File: src/rtl/wbapb_bridge.sv
// ---------------------------------------------------------------------------
// wbapb_bridge
//   Pipelined Wishbone slave to APB4 master bridge. One Wishbone request is
//   accepted at a time and replayed on APB as a SETUP phase followed by an
//   ACCESS phase that lasts until PREADY. PRDATA/PSLVERR come back to the
//   Wishbone master as a single-cycle ACK or ERR.
//
// Ports
//   i_clk, i_reset          clock (rising edge), synchronous active-high reset
//   i_wb_cyc/stb/we         Wishbone cycle, strobe, write enable
//   i_wb_addr/data/sel      Wishbone word address, write data, byte selects
//   o_wb_stall              high while a transfer is outstanding
//   o_wb_ack/err            one-cycle completion pulses (never both)
//   o_wb_data               read data, valid with o_wb_ack
//   o_apb_psel/penable      APB phase control
//   o_apb_paddr             APB byte address (word address shifted left)
//   o_apb_pwrite/pwdata     APB direction and write data
//   o_apb_pstrb             APB byte strobes (zero on reads)
//   i_apb_pready/prdata/pslverr  APB slave response
//
// wbapb_bridge_checker
//   Non-synthesised companion holding the APB/Wishbone handshake assertions.
// ---------------------------------------------------------------------------
module wbapb_bridge #(
    parameter int   AW           = 30,
    parameter int   DW           = 32,
    parameter logic OPT_LOWPOWER = 1'b0
) (
    input  logic              i_clk,
    input  logic              i_reset,
    input  logic              i_wb_cyc,
    input  logic              i_wb_stb,
    input  logic              i_wb_we,
    input  logic [AW-1:0]     i_wb_addr,
    input  logic [DW-1:0]     i_wb_data,
    input  logic [DW/8-1:0]   i_wb_sel,
    output logic              o_wb_stall,
    output logic              o_wb_ack,
    output logic [DW-1:0]     o_wb_data,
    output logic              o_wb_err,
    output logic              o_apb_psel,
    output logic              o_apb_penable,
    output logic [AW+1:0]     o_apb_paddr,
    output logic              o_apb_pwrite,
    output logic [DW-1:0]     o_apb_pwdata,
    output logic [DW/8-1:0]   o_apb_pstrb,
    input  logic              i_apb_pready,
    input  logic [DW-1:0]     i_apb_prdata,
    input  logic              i_apb_pslverr
);

    localparam int SW       = DW / 8;
    // Byte-address offset of one bus word (2 for a 32-bit bus).
    localparam int ADDR_LSB = $clog2(SW);

    typedef enum logic [1:0] {
        ST_IDLE   = 2'd0,
        ST_SETUP  = 2'd1,
        ST_ACCESS = 2'd2
    } state_t;

    state_t state_r;
    // Set when the Wishbone master abandons the cycle after acceptance; the
    // APB side still finishes but the completion pulse is swallowed.
    logic   abort_r;

    // Bridge FSM: owns every output register and the abort flag.
    always_ff @(posedge i_clk) begin
        if (i_reset) begin
            state_r       <= ST_IDLE;
            abort_r       <= 1'b0;
            o_wb_stall    <= 1'b0;
            o_wb_ack      <= 1'b0;
            o_wb_err      <= 1'b0;
            o_wb_data     <= {DW{1'b0}};
            o_apb_psel    <= 1'b0;
            o_apb_penable <= 1'b0;
            o_apb_paddr   <= {(AW+2){1'b0}};
            o_apb_pwrite  <= 1'b0;
            o_apb_pwdata  <= {DW{1'b0}};
            o_apb_pstrb   <= {SW{1'b0}};
        end else begin
            // Completion pulses last exactly one cycle.
            o_wb_ack <= 1'b0;
            o_wb_err <= 1'b0;
            if (OPT_LOWPOWER) begin
                o_wb_data <= {DW{1'b0}};
            end

            case (state_r)
                ST_IDLE: begin
                    if (i_wb_cyc && i_wb_stb) begin
                        state_r       <= ST_SETUP;
                        abort_r       <= 1'b0;
                        o_wb_stall    <= 1'b1;
                        o_apb_psel    <= 1'b1;
                        o_apb_penable <= 1'b0;
                        o_apb_paddr   <= {2'b00, i_wb_addr} << ADDR_LSB;
                        o_apb_pwrite  <= i_wb_we;
                        o_apb_pwdata  <= i_wb_data;
                        o_apb_pstrb   <= i_wb_we ? i_wb_sel : {SW{1'b0}};
                    end
                end

                ST_SETUP: begin
                    state_r       <= ST_ACCESS;
                    o_apb_penable <= 1'b1;
                    if (!i_wb_cyc) begin
                        abort_r <= 1'b1;
                    end
                end

                ST_ACCESS: begin
                    if (i_apb_pready) begin
                        state_r       <= ST_IDLE;
                        abort_r       <= 1'b0;
                        o_wb_stall    <= 1'b0;
                        o_apb_psel    <= 1'b0;
                        o_apb_penable <= 1'b0;
                        // A cycle dropped in this very cycle also counts as
                        // an abort, not only one dropped earlier.
                        if (!abort_r && i_wb_cyc) begin
                            o_wb_ack <= !i_apb_pslverr;
                            o_wb_err <= i_apb_pslverr;
                            if (!o_apb_pwrite) begin
                                o_wb_data <= i_apb_prdata;
                            end
                        end
                        if (OPT_LOWPOWER) begin
                            o_apb_paddr  <= {(AW+2){1'b0}};
                            o_apb_pwrite <= 1'b0;
                            o_apb_pwdata <= {DW{1'b0}};
                            o_apb_pstrb  <= {SW{1'b0}};
                        end
                    end else if (!i_wb_cyc) begin
                        abort_r <= 1'b1;
                    end
                end

                default: begin
                    state_r       <= ST_IDLE;
                    abort_r       <= 1'b0;
                    o_wb_stall    <= 1'b0;
                    o_apb_psel    <= 1'b0;
                    o_apb_penable <= 1'b0;
                end
            endcase
        end
    end

endmodule

File: config.mk
export PLATFORM = sky130hd
export DESIGN_NAME = wbapb_bridge
export DESIGN_NICKNAME = d
export VERILOG_FILES = /design/src/rtl/wbapb_bridge.sv
export SDC_FILE = /design/constraint.sdc
export NUM_CORES = 1
export LEC_CHECK = 0
export ABC_AREA = 0
export BUFFER_PORTS_ARGS = -buffer_cell sky130_fd_sc_hd__buf_2
export CAP_MARGIN = 40
export CELL_PAD_IN_SITES_DETAIL_PLACEMENT = 0
export CELL_PAD_IN_SITES_GLOBAL_PLACEMENT = 2
export CORE_MARGIN = 5
export CORE_UTILIZATION = 25
export DETAILED_ROUTE_END_ITERATION = 8
export MAX_ROUTING_LAYER = met4
export PLACE_DENSITY_LB_ADDON = 0.1
export SYNTH_ARGS = -nofsm -noshare
export SYNTH_HDL_FRONTEND = slang
export SYNTH_SLANG_ARGS = --single-unit
export TNS_END_PERCENT = 30
File: constraint.sdc
create_clock -name i_clk -period 1.5 [get_ports i_clk]
set_input_delay 0.45 -clock i_clk [delete_from_list [all_inputs] [get_ports i_clk]]
set_output_delay 0.45 -clock i_clk [all_outputs]
set_load 0.03 [all_outputs]
==> impl_metrics.py <==
metrics = {
    "run_status": {
        "status": "complete, no violations",
    },
    "floorplan": {
        "floorplan.rows": 47,
        "placeableCoreArea_mm2": 0.0164,
        "die_w_um": 139,
        "initial_utilization_pct": 25.2,
        "die_boundary_height_um": 139,
        "num_io_pins": 211,
        "fp.dieArea_mm2": 0.0192,
    },
    "min_path": {
        "hp-class": "input pin to register",
    },
    "final_layout": {
        "mostFrequentLayoutCells": "sky130_fd_sc_hd__buf_2, sky130_fd_sc_hd__nand2_1, sky130_fd_sc_hd__dfxtp_1",
        "layout_overhead_on_the_synthesized_area_pct": 42.5,
        "layout.core_utilization_pct": 36.0,
        "design_area_mm2": 0.00590,
        "layout_commonest_cell": "sky130_fd_sc_hd__buf_2",
        "drive_gt1_share_pct": 37.3,
        "design.final.nets": 792,
    },
    "clocking": {
        "cts_made_buffers": 9,
        "cts-root-buf": "sky130_fd_sc_hd__clkbuf_16",
        "tritoncts_num_sinks": 106,
        "clk-insertion-delay-late_ns": 0.34,
        "h-tree-depth": 3,
        "clk_pin_slew_worst_paths_ns": 0.07,
        "clock_path_buffers": 2,
        "cts_tree": "built",
        "holdBufCountCts": 0,
    },
    "power": {
        "p_leak_nw": 2.64,
        "seq_power_share_pct": 47.4,
        "worst_ir_drop_vdd_v": 0.000469,
        "internal_power_mw": 4.62,
        "switching_share_pct": 26.2,
        "power.density_cell_area_mw_per_mm2": 1060,
        "power.combinational.fraction_pct": 14.9,
        "clock_power_share_pct": 37.7,
        "netSwitchingPower_mw": 1.64,
    },
    "setup_path": {
        "ff2ff_setup_slack_ns": 0.07,
        "cpLargestDelayFamily": "simple AND/OR/NAND/NOR gates",
        "startpoint_types": "register",
        "worst-path-buf-inv": 2,
        "worst-endpoint-required_ns": 1.78,
        "worst_path_max_fanout": 10,
        "criticalPathCategory": "register to register",
        "setup.worst_path.end_class": "register",
        "critPathSlowestCell": "sky130_fd_sc_hd__dfxtp_2",
        "cp_data_arrival_time_ns": 1.70,
        "timing.critical_path.cells": "inv_4 -> ha_4 -> nand4b_1 -> nor2_4 -> clkbuf_16 -> mux2i_1",
        "crit_path_max_incr_delay_ns": 0.34,
    },
    "detailed_routing": {
        "drtIter0Drc": 171,
        "drtPass1Iterations": 4,
        "drc": 0,
        "routed_antenna_nets": 0,
        "vias_per_cell": 4.13,
        "drt-wirelength-per-cell_um": 14.1,
        "num_vias": 3747,
        "drt-total-wl_mm": 12.8,
    },
    "synth": {
        "seq_area_frac_synth_pct": 51.3,
        "synthTopCellsByArea": "sky130_fd_sc_hd__dfxtp_1, sky130_fd_sc_hd__nand2_1, sky130_fd_sc_hd__nand2b_1",
        "netlist_instances": 472,
        "synth_area_leader_cell": "sky130_fd_sc_hd__dfxtp_1",
        "yosys_register_bits": 106,
        "yosys.cell_types.count": 25,
        "post_synth.cell_area_avg_um2": 8.77,
        "netlist_area_mm2": 0.00414,
        "synth_warnings": 0,
        "share_of_yosys_cell_area_claimed_by_the_top_area_cell_type_pct": 51.3,
    },
    "sta": {
        "timing.fmax_ghz": 0.701,
        "layout_setup_ws_ns": 0.0741,
        "slew_violations": 0,
        "report.final.hold_viol_count": 0,
        "finalSetupViolCount": 0,
        "post-route-period-util_pct": 95.1,
        "grt_setup_unrepaired": "yes",
        "period_minus_slack_ns": 1.43,
        "clock_skew_ns": 0.00631,
    },
    "place": {
        "dpl-instance-area_mm2": 0.00551,
        "io_buffers": 208,
        "detailedPlace.worstSlack_ns": -0.00864,
        "globalplace.congestion": 0.734,
        "dpl.hpwl_mm": 9.36,
    },
    "job": {
        "drv_cap": 0,
    },
    "global_route": {
        "pin_count_of_the_biggest_net_entering_global_routing": 44,
        "vias_in_the_first_global_route": 3701,
        "gr-total-overflow": 0,
        "global_route_wire_length_before_repair_mm": 19.7,
        "number_of_antenna_violations_at_the_first_check_in_global_routing": 1,
        "grt_use_total_pct": 13.0,
    },
}
## through the flow
step / hold WS [ns] / setup TNS, ns / total power [mW] / cells
after floorplan: 0.465 / 0 / 3.57 / 473
after global placement: 0.437 / 0 / 3.95 / 888
after detailed placement: 0.444 / -0.00864 / 3.96 / 888
after CTS: 0.255 / 0 / 6.38 / 903
after global routing: 0.274 / -0.472 / 6.58 / 908
final: 0.280 / 0 / 6.27 / 908
## what timing repair did
action	4_1_cts	5_1_grt
buffers inserted	0	2
resized for setup	1	10
setup endpoints to repair	1	95
pin swaps	0	2
gates cloned	0	2
## flip-flops by register name, indices dropped and copies added, names as in the netlist, 2 cells and up
| register | count |
|---|---|
| o_apb_paddr | 30 |
| state_r | 2 |
| o_wb_data | 32 |
| o_apb_pwdata | 32 |
| o_apb_pstrb | 4 |
## cells in the mapped netlist (all sizes together)
master / number
conb: 1
nor2b: 1
a211oi: 2
nand3: 5
clkbuf: 11
nor3: 2
dfxtp: 106
or3: 2
ha: 4
nand2b: 68
a21oi: 68
nor2: 3
inv: 3
o21ai: 1
and3: 1
nand4b: 1
nor3b: 1
nand2: 132
buf: 25
o31ai: 1
mux2i: 34
## power by group through the flow
stage / clock network [mW] / logic (mW) / registers, mW
global placement: 0 / 0.921 / 3.03
floorplan: 0 / 0.341 / 3.23
CTS: 2.48 / 0.926 / 2.97
finish: 2.36 / 0.933 / 2.97
global route: 2.57 / 1.02 / 2.98
detailed placement: 0 / 0.922 / 3.03
## final cells by class
class	instances	area, um2
Antenna cell	1	2.50
Multi-Input combinational cell	328	1810
Fill cell	1758	10500
Sequential cell	106	2120
Clock inverter	3	40.0
Tap cell	220	275
Timing Repair Buffer	235	1390
Inverter	3	13.8
Clock buffer	12	246
## metal layers
layer / track usage, % / part of all wire [%] / up-vias
li1: - / - / 1936
met1: 16.7 / 47 / 1663
met2: 19.3 / 44 / 131
met3: 3.45 / 6.7 / 17
met4: 5.51 / 2.4 / 0
met5: - / 0 / -
## cells by family (layout without fill, tap and decap cells)
group | after synthesis | count (layout) | share of synthesized area (%)
AOI/OAI and AO/OA | 72 | 72 | 8.88
adders and majority gates | 4 | 4 | 1.21
buffers and inverters | 39 | 253 | 5.80
DFF | 106 | 106 | 51.3
muxes | 34 | 34 | 8.22
other | 1 | 3 | 0.0906
and+or+nand+nor | 216 | 216 | 24.5
## worst paths after layout
kind | from | to | depth (start not counted)
worst min-delay path | i_apb_pslverr | o_wb_ack$_SDFF_PP0_ | 2
worst max register to register | state_r[0]$_SDFFE_PP0P_ | o_wb_data[5]$_SDFFE_PP0P_ | 6
worst max-delay path | state_r[0]$_SDFFE_PP0P_ | o_wb_data[5]$_SDFFE_PP0P_ | 6
worst min register to register | o_apb_paddr[25]$_SDFFE_PP0P_ | o_apb_paddr[25]$_SDFFE_PP0P_ | 2
No activity file was read; power rests on OpenSTA's default activity.
